<file path="config.mk">
export PLATFORM = sky130hd
export DESIGN_NAME = plru_alloc_ctrl
export DESIGN_NICKNAME = d
export VERILOG_FILES = /design/src/rtl/plru_alloc_pkg.sv /design/src/rtl/plru_alloc_victim.sv /design/src/rtl/plru_alloc_ctrl.sv
export SDC_FILE = /design/constraint.sdc
export NUM_CORES = 1
export LEC_CHECK = 0
export ABC_AREA = 1
export ABC_CLOCK_PERIOD_IN_PS = 3100
export BUFFER_PORTS_ARGS = -buffer_cell sky130_fd_sc_hd__clkbuf_2
export CAP_MARGIN = 20
export CORE_ASPECT_RATIO = 0.9
export CORE_UTILIZATION = 55
export CTS_BUF_LIST = sky130_fd_sc_hd__clkbuf_8
export DETAILED_ROUTE_END_ITERATION = 12
export GPL_TIMING_DRIVEN = 0
export PLACE_DENSITY = 0.82
export SLEW_MARGIN = 20
export SYNTH_ARGS = -nofsm -noshare
export SYNTH_HDL_FRONTEND = slang
export SYNTH_SLANG_ARGS = --single-unit
</file>
<file path="constraint.sdc">
create_clock -name clk_i -period 3.1 [get_ports clk_i]
set_clock_uncertainty 0.15 [all_clocks]
set_input_delay 0.31 -clock clk_i [delete_from_list [all_inputs] [get_ports clk_i]]
set_output_delay 0.31 -clock clk_i [all_outputs]
set_load 0.01 [all_outputs]
</file>
<file path="src/rtl/plru_alloc_pkg.sv">
// Shared types and tree-PLRU helpers for the allocation controller.
// Trees are handled at the maximum supported size; callers pass the real depth.
package plru_alloc_pkg;

  localparam int MAX_LEVELS  = 6;
  localparam int MAX_ENTRIES = 1 << MAX_LEVELS;

  typedef enum logic {IDLE, RESP} state_e;

  typedef logic [MAX_ENTRIES-2:0] tree_t;
  typedef logic [MAX_LEVELS-1:0]  idx_t;

  // Point every node on the path of idx away from it (MSB decides at the root).
  function automatic tree_t tree_touch(tree_t tree, idx_t idx, int levels);
    tree_t t;
    idx_t  rem;
    idx_t  node;
    logic  b;
    t    = tree;
    rem  = idx << (MAX_LEVELS - levels);
    node = '0;
    for (int lvl = 0; lvl < MAX_LEVELS; lvl++) begin
      if (lvl < levels) begin
        b       = rem[MAX_LEVELS-1];
        t[node] = ~b;
        node    = (node << 1) + idx_t'(1) + idx_t'(b);
        rem     = rem << 1;
      end
    end
    return t;
  endfunction

  function automatic idx_t tree_victim(tree_t tree, int levels);
    idx_t idx;
    idx_t node;
    logic b;
    idx  = '0;
    node = '0;
    for (int lvl = 0; lvl < MAX_LEVELS; lvl++) begin
      if (lvl < levels) begin
        b    = tree[node];
        idx  = (idx << 1) | idx_t'(b);
        node = (node << 1) + idx_t'(1) + idx_t'(b);
      end
    end
    return idx;
  endfunction

endpackage

</file>
<file path="src/rtl/plru_alloc_victim.sv">
// Victim select: lowest-index invalid entry first, otherwise the tree-PLRU leaf.
module plru_alloc_victim
  import plru_alloc_pkg::*;
#(
  parameter  int ENTRIES  = 16,
  localparam int IdxWidth = $clog2(ENTRIES)
) (
  input  logic [ENTRIES-1:0]  valid,
  input  logic [ENTRIES-2:0]  tree,
  output logic [IdxWidth-1:0] idx,
  output logic                replace
);

  logic [IdxWidth-1:0] inv_idx;
  logic [IdxWidth-1:0] plru_idx;

  always_comb begin
    inv_idx = '0;
    for (int i = ENTRIES - 1; i >= 0; i--) begin
      if (!valid[i]) inv_idx = IdxWidth'(i);
    end
  end

  assign plru_idx = IdxWidth'(tree_victim(tree_t'(tree), IdxWidth));
  assign replace  = &valid;
  assign idx      = replace ? plru_idx : inv_idx;

endmodule

</file>
<file path="src/rtl/plru_alloc_ctrl.sv">
// Allocation/replacement controller: valid bits, tree-PLRU state and a
// one-deep response register with ready/valid handshakes on both sides.
//
// state | meaning
// IDLE  | no response pending, requests always accepted
// RESP  | rsp_* holds a response until rsp_ready_i
module plru_alloc_ctrl
  import plru_alloc_pkg::*;
#(
  parameter  int ENTRIES  = 16,
  localparam int IdxWidth = $clog2(ENTRIES)
) (
  input  logic                clk_i,
  input  logic                rst_ni,
  input  logic                flush_i,
  input  logic [ENTRIES-1:0]  used_i,
  input  logic [ENTRIES-1:0]  inval_i,
  input  logic                alloc_valid_i,
  output logic                alloc_ready_o,
  output logic                rsp_valid_o,
  input  logic                rsp_ready_i,
  output logic [IdxWidth-1:0] rsp_idx_o,
  output logic [ENTRIES-1:0]  rsp_onehot_o,
  output logic                rsp_replace_o,
  output logic [ENTRIES-1:0]  valid_o,
  output logic                full_o
);

  localparam int NodeCount = ENTRIES - 1;

  state_e               state;
  logic [ENTRIES-1:0]   valid_q;
  logic [ENTRIES-1:0]   valid_d;
  logic [NodeCount-1:0] tree_q;
  logic [NodeCount-1:0] tree_d;
  logic [IdxWidth-1:0]  victim_idx;
  logic                 victim_replace;
  logic [ENTRIES-1:0]   victim_onehot;
  logic                 accept;
  tree_t                tree_work;

  plru_alloc_victim #(.ENTRIES(ENTRIES)) u_victim (
    .valid   (valid_q),
    .tree    (tree_q),
    .idx     (victim_idx),
    .replace (victim_replace)
  );

  assign alloc_ready_o = rst_ni && !flush_i && (state == IDLE || rsp_ready_i);
  assign accept        = alloc_valid_i && alloc_ready_o;
  assign victim_onehot = {{(ENTRIES-1){1'b0}}, 1'b1} << victim_idx;

  // Allocation is OR-ed in after the invalidate so it wins on the same entry.
  assign valid_d = (valid_q & ~inval_i) | (accept ? victim_onehot : '0);

  // Hits in ascending order, then the allocation touch, so later touches win.
  always_comb begin
    tree_work = tree_t'(tree_q);
    for (int i = 0; i < ENTRIES; i++) begin
      if (used_i[i]) tree_work = tree_touch(tree_work, idx_t'(i), IdxWidth);
    end
    if (accept) tree_work = tree_touch(tree_work, idx_t'(victim_idx), IdxWidth);
    tree_d = NodeCount'(tree_work);
  end

  always_ff @(posedge clk_i) begin
    if (!rst_ni || flush_i) begin
      state         <= IDLE;
      valid_q       <= '0;
      tree_q        <= '0;
      rsp_idx_o     <= '0;
      rsp_onehot_o  <= '0;
      rsp_replace_o <= 1'b0;
    end else begin
      valid_q <= valid_d;
      tree_q  <= tree_d;
      if (accept) begin
        state         <= RESP;
        rsp_idx_o     <= victim_idx;
        rsp_onehot_o  <= victim_onehot;
        rsp_replace_o <= victim_replace;
      end else if (state == RESP && rsp_ready_i) begin
        state <= IDLE;
      end
    end
  end

  assign rsp_valid_o = (state == RESP);
  assign valid_o     = valid_q;
  assign full_o      = &valid_q;

endmodule
</file>
==> impl_metrics.env <==
export IMPL_timing_final_max_slew_violations=0
export IMPL_initial_core_utilization_pct=57.5
export IMPL_setup_reg_to_reg_worst_slack_ns=0.16
export IMPL_ys_seq_elements=53
export IMPL_antenna_cells=0
export IMPL_htree_num_levels=2
export IMPL_pwr_density_cell_nw_per_um2=358
export IMPL_cp_max_fo=8
export IMPL_min_delay_path_depth=2
export IMPL_tritoncts="done"
export IMPL_num_vias=3183
export IMPL_postLayoutCoreUtil_pct=70.2
export IMPL_net_switching_power_w=0.000335
export IMPL_yosysWarnings=0
export IMPL_cts_max_path_buffers=2
export IMPL_grt_pass1_vias=2903
export IMPL_max_clock_freq_ghz=0.340
export IMPL_max_slew_margin_pct=53.4
export IMPL_power_combinational_fraction_pct=10.0
export IMPL_final_period_utilization_pct=94.8
export IMPL_synth_async_reset_ratio_pct=0
export IMPL_die_area_sq_um=5790
export IMPL_final_cell_area_sq_um=3690
export IMPL_residual_drc_count=0
export IMPL_worst_setup_path_type="flop to flop"
export IMPL_clock_pin_slew_worst_setup_and_hold_paths_ns=0.11
export IMPL_io_buffer_count=76
export IMPL_min_to="valid_o[8]"
export IMPL_numCtsBuffers=5
export IMPL_placeableCoreArea_sq_um=5260
export IMPL_reg2reg_to="tree_q[13]"
export IMPL_layout_area_overhead_vs_synth_pct=22.2
export IMPL_hold_path_startpoint="inval_i[8]"
export IMPL_worstMarginPinSlew_ns=0.693
export IMPL_power_share_switching_pct=25.4
export IMPL_synth_edf_count=0
export IMPL_worst_ir_drop_vdd_v=0.000243
export IMPL_detailed_place_hpwl_microns=6200
export IMPL_grt_util_all_layers_pct=30.2
export IMPL_leakage_nw=1.82
export IMPL_internal_power_w=0.000984
export IMPL_syn_area_sq_um=3020
export IMPL_report_power_total_w=0.00132
export IMPL_minimum_period_implied_by_the_final_worst_setup_slack_ns=2.94
export IMPL_rr_startpoint="valid_o[8]"
export IMPL_postPlaceCellArea_sq_um=3480
export IMPL_worst_r2r_cell_count=14
export IMPL_syn_instance_count=430
export IMPL_worstHoldPathType="primary input to flop"
export IMPL_design_final_nets=559
export IMPL_timing_final_setup_violations=0
export IMPL_timing_critical_path_from_type="flop"
export IMPL_worst_skew_pair_later_pin_latency_ns=0.32
export IMPL_placed_cells=573
export IMPL_crit_required_ns=3.22
export IMPL_antenna_found_initial=0
export IMPL_post_synth_cell_types=42
export IMPL_first_iter_violations=176
export IMPL_grt_first_pass_wirelength_microns=13400
export IMPL_design_portCount=77
export IMPL_clock_sink_count=53
export IMPL_synth_area_per_cell_sq_um=7.02
export IMPL_layout_drive_gt1_share_pct=29.5
export IMPL_seq_area_frac_synth_pct=35.1
export IMPL_final_cells=582
export IMPL_final_hold_slack_ns=0.0187
export IMPL_die_width_microns=80.1
export IMPL_maxCapViolCount=0
export IMPL_arrival_time_at_the_worst_endpoint_ns=3.06
export IMPL_seq_power_share_pct=52.8
export IMPL_net_count_synth=475
export IMPL_die_height_microns=72.3
export IMPL_status="completed"
export IMPL_clock_power_share_pct=37.2
export IMPL_drtPass1Iterations=5
export IMPL_routed_wire_length_per_instance_microns=14.4
export IMPL_ys_dominant_reg_cell="sky130_fd_sc_hd__dfxtp_1"
export IMPL_grt_start_max_net_pins=18
export IMPL_drt_total_wl_microns=8400
export IMPL_critPathLaunch="valid_o[8]"
export IMPL_grt_overflow_total=0
export IMPL_gpl_final_weighted_congestion=0.946
export IMPL_finalHoldViolCount=0
export IMPL_ant_nets=0
export IMPL_via_per_inst=5.47
export IMPL_clock_tree_root_cell="sky130_fd_sc_hd__clkbuf_8"
export IMPL_worstSetupEndpointType="flop"
export IMPL_num_rows=25
## stage by stage
stage	setup slack (ns)	setup TNS, ns
2_1_floorplan	0.394	0
3_3_place_gp	-0.0758	-0.221
3_5_place_dp	-0.136	-0.521
4_1_cts	0.0480	0
5_1_grt	-0.0499	-0.0643
6_report	0.162	0
## worst max-delay path by stage
stage / endpoint / depth (start not counted)
3_3_place_gp: tree_q[4] / 16
2_1_floorplan: tree_q[4] / 16
6_report: tree_q[13] / 14
5_1_grt: tree_q[13] / 15
3_5_place_dp: tree_q[4] / 16
4_1_cts: tree_q[6] / 17
## cell usage in the layout, fill, tap and decap left out, drive strengths merged, types with 4 or more instances in the layout
cell,instances
nand2,144
clkbuf,85
nor2,56
dfxtp,53
inv,47
nand3,29
o21ai,27
nand3b,12
a21oi,12
nand4,9
ha,8
buf,6
o31ai,5
nor4,5
nor3,4
## cells in the mapped netlist, types with 5 or more instances
| library cell | instances | share of area, % |
|---|---|---|
| sky130_fd_sc_hd__inv_2 | 10 | 1.2 |
| sky130_fd_sc_hd__o21ai_0 | 14 | 2.3 |
| sky130_fd_sc_hd__o31ai_1 | 5 | 1.2 |
| sky130_fd_sc_hd__nand2_4 | 5 | 1.9 |
| sky130_fd_sc_hd__o21ai_1 | 10 | 1.7 |
| sky130_fd_sc_hd__nand3b_1 | 12 | 3.0 |
| sky130_fd_sc_hd__a21oi_1 | 10 | 1.7 |
| sky130_fd_sc_hd__ha_1 | 8 | 3.3 |
| sky130_fd_sc_hd__inv_1 | 35 | 4.4 |
| sky130_fd_sc_hd__nand4_1 | 8 | 1.7 |
| sky130_fd_sc_hd__nand3_1 | 25 | 4.1 |
| sky130_fd_sc_hd__dfxtp_1 | 53 | 35 |
| sky130_fd_sc_hd__nor2_1 | 50 | 6.2 |
| sky130_fd_sc_hd__nand2_1 | 127 | 16 |
| sky130_fd_sc_hd__nand2_2 | 11 | 2.3 |
## state kept, by name, summed over array words and instances (netlist names)
signal / count
tree_q: 15
rsp_valid_o: 1
rsp_replace_o: 1
valid_o: 16
rsp_onehot_o: 16
rsp_idx_o: 4
## timing repair
| item | CTS | global route |
|---|---|---|
| pin swaps | 0 | 3 |
| hold buffers | 0 | 0 |
| resized for setup | 4 | 15 |
| buffers inserted | 0 | 1 |
| endpoints found under the setup margin | 7 | 12 |
| cloned | 0 | 0 |
## area by class of cell
class / count / area [sq um]
multi-input combinational: 321 / 1780
fill: 449 / 1570
sequential: 53 / 1070
timing repair buffer: 77 / 388
inverter: 47 / 179
tap: 67 / 83.8
buffer: 9 / 77.6
clock buffer: 5 / 68.8
clock inverter: 3 / 43.8
## layer usage
layer / vias up / part of all wire [%] / track usage, %
li1: 1561 / - / -
met1: 1463 / 43 / 38.8
met2: 135 / 47 / 50.3
met3: 24 / 7.1 / 6.04
met4: 0 / 3.0 / 11.3
met5: - / 0 / 0
## worst max-delay path, cell delays in order (launching register included)
cell and delay (ns):
sky130_fd_sc_hd__dfxtp_2 0.38, sky130_fd_sc_hd__nand4_1 0.18, sky130_fd_sc_hd__nor3_4 0.27, sky130_fd_sc_hd__nand2_1 0.14, sky130_fd_sc_hd__inv_2 0.09, sky130_fd_sc_hd__nand2_1 0.09, sky130_fd_sc_hd__nand3_4 0.15, sky130_fd_sc_hd__inv_2 0.15
sky130_fd_sc_hd__ha_4 0.32, sky130_fd_sc_hd__xor2_4 0.20, sky130_fd_sc_hd__inv_2 0.10, sky130_fd_sc_hd__nor4_2 0.24, sky130_fd_sc_hd__nand2_1 0.13, sky130_fd_sc_hd__a21oi_1 0.14, sky130_fd_sc_hd__o21a_1 0.14
## power by group through the flow
stage | clock [W] | sequential [W] | combinational [W]
6_report | 0.000490 | 0.000696 | 0.000132
5_1_grt | 0.000516 | 0.000698 | 0.000147
4_1_cts | 0.000489 | 0.000696 | 0.000131
3_5_place_dp | 0 | 0.000712 | 0.000130
3_3_place_gp | 0 | 0.000712 | 0.000127
2_1_floorplan | 0 | 0.000712 | 0.0000769
## cell families (layout without fill, tap and decap cells)
kind of cell,Yosys count,in the layout,share of synthesized area (%)
buffers and inverters,56,141,8.50
AOI/OAI and AO/OA,51,51,10.1
xor gates and xnor gates,2,2,0.580
DFF,53,53,35.1
adders and majority gates,8,8,3.32
and+or+nand+nor,260,260,42.4
No activity file was read; power rests on OpenSTA's default activity.
